===== src/rtl/ppu_pkg.sv =====
// ppu_pkg: shared PPU timing constants, sprite slot load record and visibility helper
package ppu_pkg;
  localparam int NUM_SPR_SLOTS = 8;
  localparam logic [9:0] PRERENDER_LINE = 10'd0;
  localparam logic [9:0] VIS_LINE_FIRST = 10'd1;
  localparam logic [9:0] VIS_LINE_LAST = 10'd240;
  localparam logic [9:0] VIS_DOTS = 10'd256;
  localparam logic [9:0] FETCH_END = 10'd320;
  typedef struct packed {
    logic [7:0] bmp_low;
    logic [7:0] bmp_high;
    logic [7:0] attr;
    logic [7:0] x;
  } spr_slot_t;
  function automatic logic is_visible(input logic [9:0] x_idx, input logic [9:0] scanline);
    return x_idx < VIS_DOTS && scanline >= VIS_LINE_FIRST && scanline <= VIS_LINE_LAST;
  endfunction
endpackage


===== src/rtl/ppu_spr_slot.sv =====
// ppu_spr_slot: one sprite slot with X down-counter, pattern shifters and remaining-pixel count
module ppu_spr_slot
  import ppu_pkg::*;
(
  input  logic       clk,
  input  logic       reset_n,
  input  logic       clear,
  input  logic       load,
  input  logic       step,
  input  spr_slot_t  data,
  output logic [3:0] pixel,
  output logic       opaque,
  output logic       behind,
  output logic       spr0
);
  logic [7:0] low, high, attr, cnt;
  logic [3:0] rem;
  logic       active;
  logic       unused_attr;
  // load wins over the line-start clear so a load on dot 256 is kept
  always_ff @(posedge clk or negedge reset_n) begin
    if (!reset_n) begin
      low <= '0;
      high <= '0;
      attr <= '0;
      cnt <= '0;
      rem <= '0;
    end else if (load) begin
      low <= data.bmp_low;
      high <= data.bmp_high;
      attr <= data.attr;
      cnt <= data.x;
      rem <= 4'd8;
    end else if (clear) begin
      rem <= '0;
    end else if (step) begin
      if (cnt != 8'd0) cnt <= cnt - 8'd1;
      else if (rem != 4'd0) begin
        low <= low << 1;
        high <= high << 1;
        rem <= rem - 4'd1;
      end
    end
  end
  assign active = cnt == 8'd0 && rem != 4'd0;
  assign pixel = {attr[1:0], high[7], low[7]};
  assign opaque = active && (high[7] || low[7]);
  assign behind = attr[5];
  assign spr0 = attr[2];
  assign unused_attr = ^{attr[7:6], attr[4:3]};
endmodule


===== src/rtl/ppu_pixel_mux.sv =====
// ppu_pixel_mux: sprite/background priority mux with sprite-0 hit; PPU_LEFT_CLIP_EN enables left 8-dot clipping
module ppu_pixel_mux
  import ppu_pkg::*;
(
  input  logic       clk,
  input  logic       reset_n,
  input  logic [9:0] x_idx,
  input  logic [9:0] scanline,
  input  logic       load_en,
  input  logic [2:0] load_slot,
  input  logic [7:0] load_bmp_low,
  input  logic [7:0] load_bmp_high,
  input  logic [7:0] load_attr,
  input  logic [7:0] load_x,
  input  logic [3:0] bg_pixel,
  input  logic       show_bg,
  input  logic       show_spr,
  input  logic       show_left_bg,
  input  logic       show_left_spr,
  output logic [4:0] palette_addr,
  output logic       pixel_valid,
  output logic       spr0_hit
);
  logic [3:0] pix [NUM_SPR_SLOTS];
  logic [NUM_SPR_SLOTS-1:0] opq, beh, s0;
  logic vis, in_win, clear, left_bg_ok, left_spr_ok;
  logic bg_op, spr_en, spr_op, spr_beh, hit_set, hit_clr;
  logic [3:0] spr_pix;
  logic [4:0] mux;
  spr_slot_t load_d;
  assign vis = is_visible(x_idx, scanline);
  assign in_win = x_idx >= VIS_DOTS && x_idx < FETCH_END;
  assign clear = x_idx == VIS_DOTS;
  assign load_d = '{bmp_low: load_bmp_low, bmp_high: load_bmp_high, attr: load_attr, x: load_x};
  for (genvar g = 0; g < NUM_SPR_SLOTS; g++) begin : g_slot
    ppu_spr_slot u_slot (
      .clk(clk),
      .reset_n(reset_n),
      .clear(clear),
      .load(load_en && in_win && load_slot == 3'(g)),
      .step(vis),
      .data(load_d),
      .pixel(pix[g]),
      .opaque(opq[g]),
      .behind(beh[g]),
      .spr0(s0[g])
    );
  end
`ifdef PPU_LEFT_CLIP_EN
  assign left_bg_ok = x_idx >= 10'd8 || show_left_bg;
  assign left_spr_ok = x_idx >= 10'd8 || show_left_spr;
`else
  logic unused_left;
  assign unused_left = show_left_bg ^ show_left_spr;
  assign left_bg_ok = 1'b1;
  assign left_spr_ok = 1'b1;
`endif
  // lowest-index opaque slot wins: scan downward so the last hit is the lowest index
  always_comb begin
    spr_op = 1'b0;
    spr_pix = '0;
    spr_beh = 1'b0;
    for (int i = NUM_SPR_SLOTS - 1; i >= 0; i--) begin
      if (opq[i]) begin
        spr_op = 1'b1;
        spr_pix = pix[i];
        spr_beh = beh[i];
      end
    end
  end
  assign bg_op = show_bg && left_bg_ok && bg_pixel[1:0] != 2'b00;
  assign spr_en = show_spr && left_spr_ok;
  assign mux = !(spr_op && spr_en) ? (bg_op ? {1'b0, bg_pixel} : 5'h00) :
               (bg_op && spr_beh) ? {1'b0, bg_pixel} : {1'b1, spr_pix};
  assign hit_set = vis && bg_op && spr_en && |(opq & s0) && x_idx != 10'd255;
  assign hit_clr = scanline == PRERENDER_LINE && x_idx == 10'd0;
  // registered pixel output and sticky sprite-0 hit; clear beats set
  always_ff @(posedge clk or negedge reset_n) begin
    if (!reset_n) begin
      palette_addr <= '0;
      pixel_valid <= 1'b0;
      spr0_hit <= 1'b0;
    end else begin
      palette_addr <= vis ? mux : 5'h00;
      pixel_valid <= vis;
      spr0_hit <= hit_clr ? 1'b0 : hit_set ? 1'b1 : spr0_hit;
    end
  end
endmodule


===== config.mk =====
export PLATFORM = sky130hd
export DESIGN_NAME = ppu_pixel_mux
export DESIGN_NICKNAME = d
export VERILOG_FILES = /design/src/rtl/ppu_pkg.sv /design/src/rtl/ppu_spr_slot.sv /design/src/rtl/ppu_pixel_mux.sv
export SDC_FILE = /design/constraint.sdc
export NUM_CORES = 1
export LEC_CHECK = 0
export ABC_AREA = 1
export BUFFER_PORTS_ARGS = -buffer_cell sky130_fd_sc_hd__buf_2
export CAP_MARGIN = 30
export CORE_MARGIN = 4
export CORE_UTILIZATION = 50
export CTS_BUF_LIST = sky130_fd_sc_hd__clkbuf_8
export CTS_CLUSTER_DIAMETER = 50
export CTS_CLUSTER_SIZE = 8
export DETAILED_ROUTE_END_ITERATION = 8
export HOLD_SLACK_MARGIN = 0.03
export PLACE_DENSITY = 0.67
export RECOVER_POWER = 100
export SLEW_MARGIN = 15
export SYNTH_ARGS = -nofsm -noshare
export SYNTH_HDL_FRONTEND = slang
export SYNTH_SLANG_ARGS = --single-unit

===== constraint.sdc =====
create_clock -name clk -period 3.3 [get_ports clk]
set_clock_uncertainty 0.15 [all_clocks]
set_input_delay 0 -clock clk [delete_from_list [all_inputs] [get_ports clk]]
set_output_delay 0 -clock clk [all_outputs]
set_load 0.005 [all_outputs]

==> results.py <==
metrics = {
    "global_routing": {
        "antenna_violations_before_repair": 0,
        "grt_first_pass_wirelength_um": 60600,
        "grt_usage": 0.248,
        "grt_pass1_vias": 11540,
        "grt_start_max_net_pins": 95,
        "total_overflow_reported_by_the_global_router": 0,
    },
    "critical_path": {
        "critPathMaxStageDelay_ns": 0.59,
        "timing.critical_path.to_type": "flip-flop",
        "path_common_cell": "sky130_fd_sc_hd__dlygate4sd3_1",
        "critPathTopFamily": "buffers and inverters",
        "crit_path_top_delay_cell": "sky130_fd_sc_hd__dlygate4sd3_1",
        "reg2reg_setup_slack_ns": 0.24,
        "rr_worst_depth": 13,
        "crit_chain": "dlygate4sd3_1, buf_2, nand3_1, dlygate4sd3_1, nor2_4, nand2_1, nor2_2, buf_4, nand2_1, dlygate4sd3_1, o21ai_0, dlygate4sd3_1",
        "critical_path_class": "in -> reg",
        "crit_required_ns": 3.63,
        "critical_path_peak_fanout": 28,
        "critical_path.startpoint_type": "primary input",
        "number_of_buffer_and_inverter_instances_along_the_worst_setup_path": 6,
        "worstReg2RegStart": "g_slot[5].u_slot.cnt[0]",
        "worst_ep_arrival_time_ns": 3.46,
        "timing.rr.end": "palette_addr[2]",
    },
    "route": {
        "ant_nets": 0,
        "drt-initial-drc-count": 934,
        "wl_per_cell_um": 17.1,
        "totalWireLength_um": 37400,
        "detailed_routing_iteration_count_for_the_pre_antenna_repair_pass": 6,
        "number_of_drc_violations_after_detailed_routing": 0,
        "routed-via-count": 11868,
        "vias_per_cell": 5.42,
    },
    "cells_and_area": {
        "finalCoreUtilization": 0.576,
        "synthToLayoutAreaGrowth_pct": 12.9,
        "share_of_cells_above_drive_strength_1": 0.0893,
        "antenna_cells_inserted": 0,
        "num-fill-cells": 2499,
        "multi_input_area_um2": 6040,
        "num-nets-final": 1936,
        "postLayoutCellArea_um2": 15600,
        "layout.area.seq_um2": 6580,
    },
    "sta": {
        "hold_slack_ns": 0.0991,
        "fin_crit_sh": 0.949,
        "tightest_slew_ns": 2.14,
        "setup-violations-final": 0,
        "max_freq_ghz": 0.319,
        "total_negative_setup_slacks_ns": 0,
        "relSlewSlack": -0.425,
        "final_hold_viol_count": 0,
        "final-max-slew-violation-count": 266,
        "rsz0062_at_grt": "false",
        "finalCriticalPeriod_ns": 3.13,
    },
    "synthesis": {
        "synth.avg_cell_area_um2": 8.02,
        "post-synth-top-count-cell": "sky130_fd_sc_hd__nand2_1",
        "number_of_enable_flip_flop_cells_after_synthesis": 0,
        "synth.area.top_cells": "sky130_fd_sc_hd__dfrtp_1 48%, sky130_fd_sc_hd__nand2_1 10%, sky130_fd_sc_hd__nor2_1 5.4%",
        "register_bit_count_reported_by_yosys": 263,
        "yosys-top-cells-count": "373 x sky130_fd_sc_hd__nand2_1, 263 x sky130_fd_sc_hd__dfrtp_1, 199 x sky130_fd_sc_hd__nor2_1",
        "post-synth-top-area-cell": "sky130_fd_sc_hd__dfrtp_1",
        "netlist.area_leader.share": 0.478,
        "synthesis.yosys.warnings": 0,
        "asyncSetResetFlopFracSynth": 1.00,
        "syn-instance-count": 1718,
        "synth.yosys.seq_area_share": 0.478,
        "synth_top_flop_cell": "sky130_fd_sc_hd__dfrtp_1",
        "synth_nets": 1816,
        "post_synth_num_cell_types": 49,
        "syn_area_um2": 13800,
    },
    "placed_design": {
        "hpwlAfterDp_um": 24900,
        "placed_standard_cell_area_um2": 14400,
        "gp_congestion": 0.866,
        "port_buffers": 66,
    },
    "min_path": {
        "holdCritStartpoint": "x_idx[3]",
        "timing.hold.worst_path_depth": 7,
        "worst_hold_path_type": "in -> reg",
        "min_delay_worst_endpoint": "g_slot[6].u_slot.rem[3]",
    },
    "clocking": {
        "post-cts-setup-buffers": 0,
        "worst_setup_hold_path_clk_slew_ns": 0.07,
        "clock_sink_count": 263,
        "cts.root.buffer_cell": "sky130_fd_sc_hd__clkbuf_8",
        "numCtsBuffers": 40,
        "clkLatencyLatePin_ns": 0.55,
        "cts_buffer_depth": 3,
        "tritoncts": "yes",
        "h-tree-depth": 2,
    },
    "status": {
        "violations": "capacitance limit, slew limit",
        "outcome": "finished, violations left",
    },
    "power": {
        "leakage_uw": 0.00743,
        "power.density_cell_area_nw_per_um2": 663,
        "vdd_drop_max_v": 0.000467,
    },
    "die": {
        "floorplan.initialDensity": 0.510,
        "floorplan.die.height_um": 174,
        "ioPinCount": 73,
        "floorplan.rows": 60,
        "dieWidth_um": 174,
        "die-area_um2": 30300,
        "core_area_um2": 27000,
    },
    "job": {
        "maxCapViolations": 3,
    },
}
==> where the power goes <==
part | leakage, uW | switching (uW) | internal [uW]
clock network | 0.000337 | 1230 | 1190
logic | 0.00380 | 1770 | 1230
registers | 0.00329 | 635 | 4260
==> logic make-up after synthesis <==
logic type / Yosys count / share of synthesized area
adder cells (fa/ha/maj): 32 / 0.0291
buffers and inverters: 284 / 0.0805
XOR/XNOR: 52 / 0.0331
multiplexers: 1 / 0.000817
flip-flops: 263 / 0.478
AND/OR/NAND/NOR: 739 / 0.229
AO/OA/AOI/OAI: 347 / 0.150
==> sequential cells by signal (all words and copies together) (netlist names) <==
register,count
g_slot.u_slot.cnt,64
g_slot.u_slot.rem,32
spr0_hit,1
g_slot.u_slot.high,64
palette_addr,5
g_slot.u_slot.attr,32
pixel_valid,1
g_slot.u_slot.low,64
==> layout make-up <==
| type | count | area share |
|---|---|---|
| well taps | 341 | 0.0274 |
| multi-input cells | 1171 | 0.388 |
| repair buffers | 148 | 0.0684 |
| flip-flops and latches | 263 | 0.423 |
| clock buffers | 44 | 0.0389 |
| inverters | 214 | 0.0516 |
| clock inverters | 7 | 0.00249 |
==> metal layers <==
| layer | track usage | wire, um | vias to the layer above |
|---|---|---|---|
| li1 | - | - | 5845 |
| met1 | 0.348 | 16700 | 5605 |
| met2 | 0.395 | 17000 | 347 |
| met3 | 0.0420 | 2520 | 71 |
| met4 | 0.0798 | 1160 | 0 |
| met5 | 0 | 0 | - |
==> how the worst max path moves through the flow <==
stage / startpoint / endpoint / slack, ns / depth (start not counted)
5_1_grt: g_slot[5].u_slot.cnt[0] / palette_addr[3] / 0.009 / 13
2_1_floorplan: g_slot[2].u_slot.cnt[0] / palette_addr[3] / 1.28 / 17
3_3_place_gp: x_idx[6] / g_slot[3].u_slot.low[7] / 0.79 / 11
4_1_cts: load_en / g_slot[6].u_slot.attr[0] / 0.13 / 12
3_5_place_dp: g_slot[7].u_slot.cnt[0] / g_slot[7].u_slot.high[7] / 0.76 / 10
6_report: load_en / g_slot[6].u_slot.attr[0] / 0.17 / 12
==> worst register-to-register path: cells and delay by family (launching register included) <==
kind	cells	cell delay, ns
and+or+nand+nor	9	1.50
adders and majority gates	1	0.16
AOI/OAI and AO/OA	1	0.12
DFF	1	0.38
buffers and inverters	2	0.67
==> metrics by stage <==
stage	power [uW]	setup WS, ns	instances
CTS	10400	0.129	2188
finish	10300	0.168	2188
floorplan	7080	1.28	1718
global placement	7740	0.791	2074
global route	11100	0.00882	2188
detailed placement	7870	0.762	2074
==> cells in the final DEF (no fill, tap or decap), drive strengths merged, types with 4 or more instances in the layout <==
cell and count:
a22oi 4, clkbuf 60, buf 70, dlygate4sd3 62, nand2 380, a31oi 70, o21ai 124, inv 216
xor2 47, a21oi 64, o221ai 16, nor2 226, ha 32, o22ai 33, o21a 5, o211ai 21
dfrtp 263, xnor2 5, nor3 14, nand4 16, nand3 91
==> repair_timing <==
item	in CTS	in global routing
setup endpoints to repair	0	2
endpoints found under the hold margin	497	0
hold buffers	63	0
gates resized for setup	0	1
No activity file was read; power rests on OpenSTA's default activity.
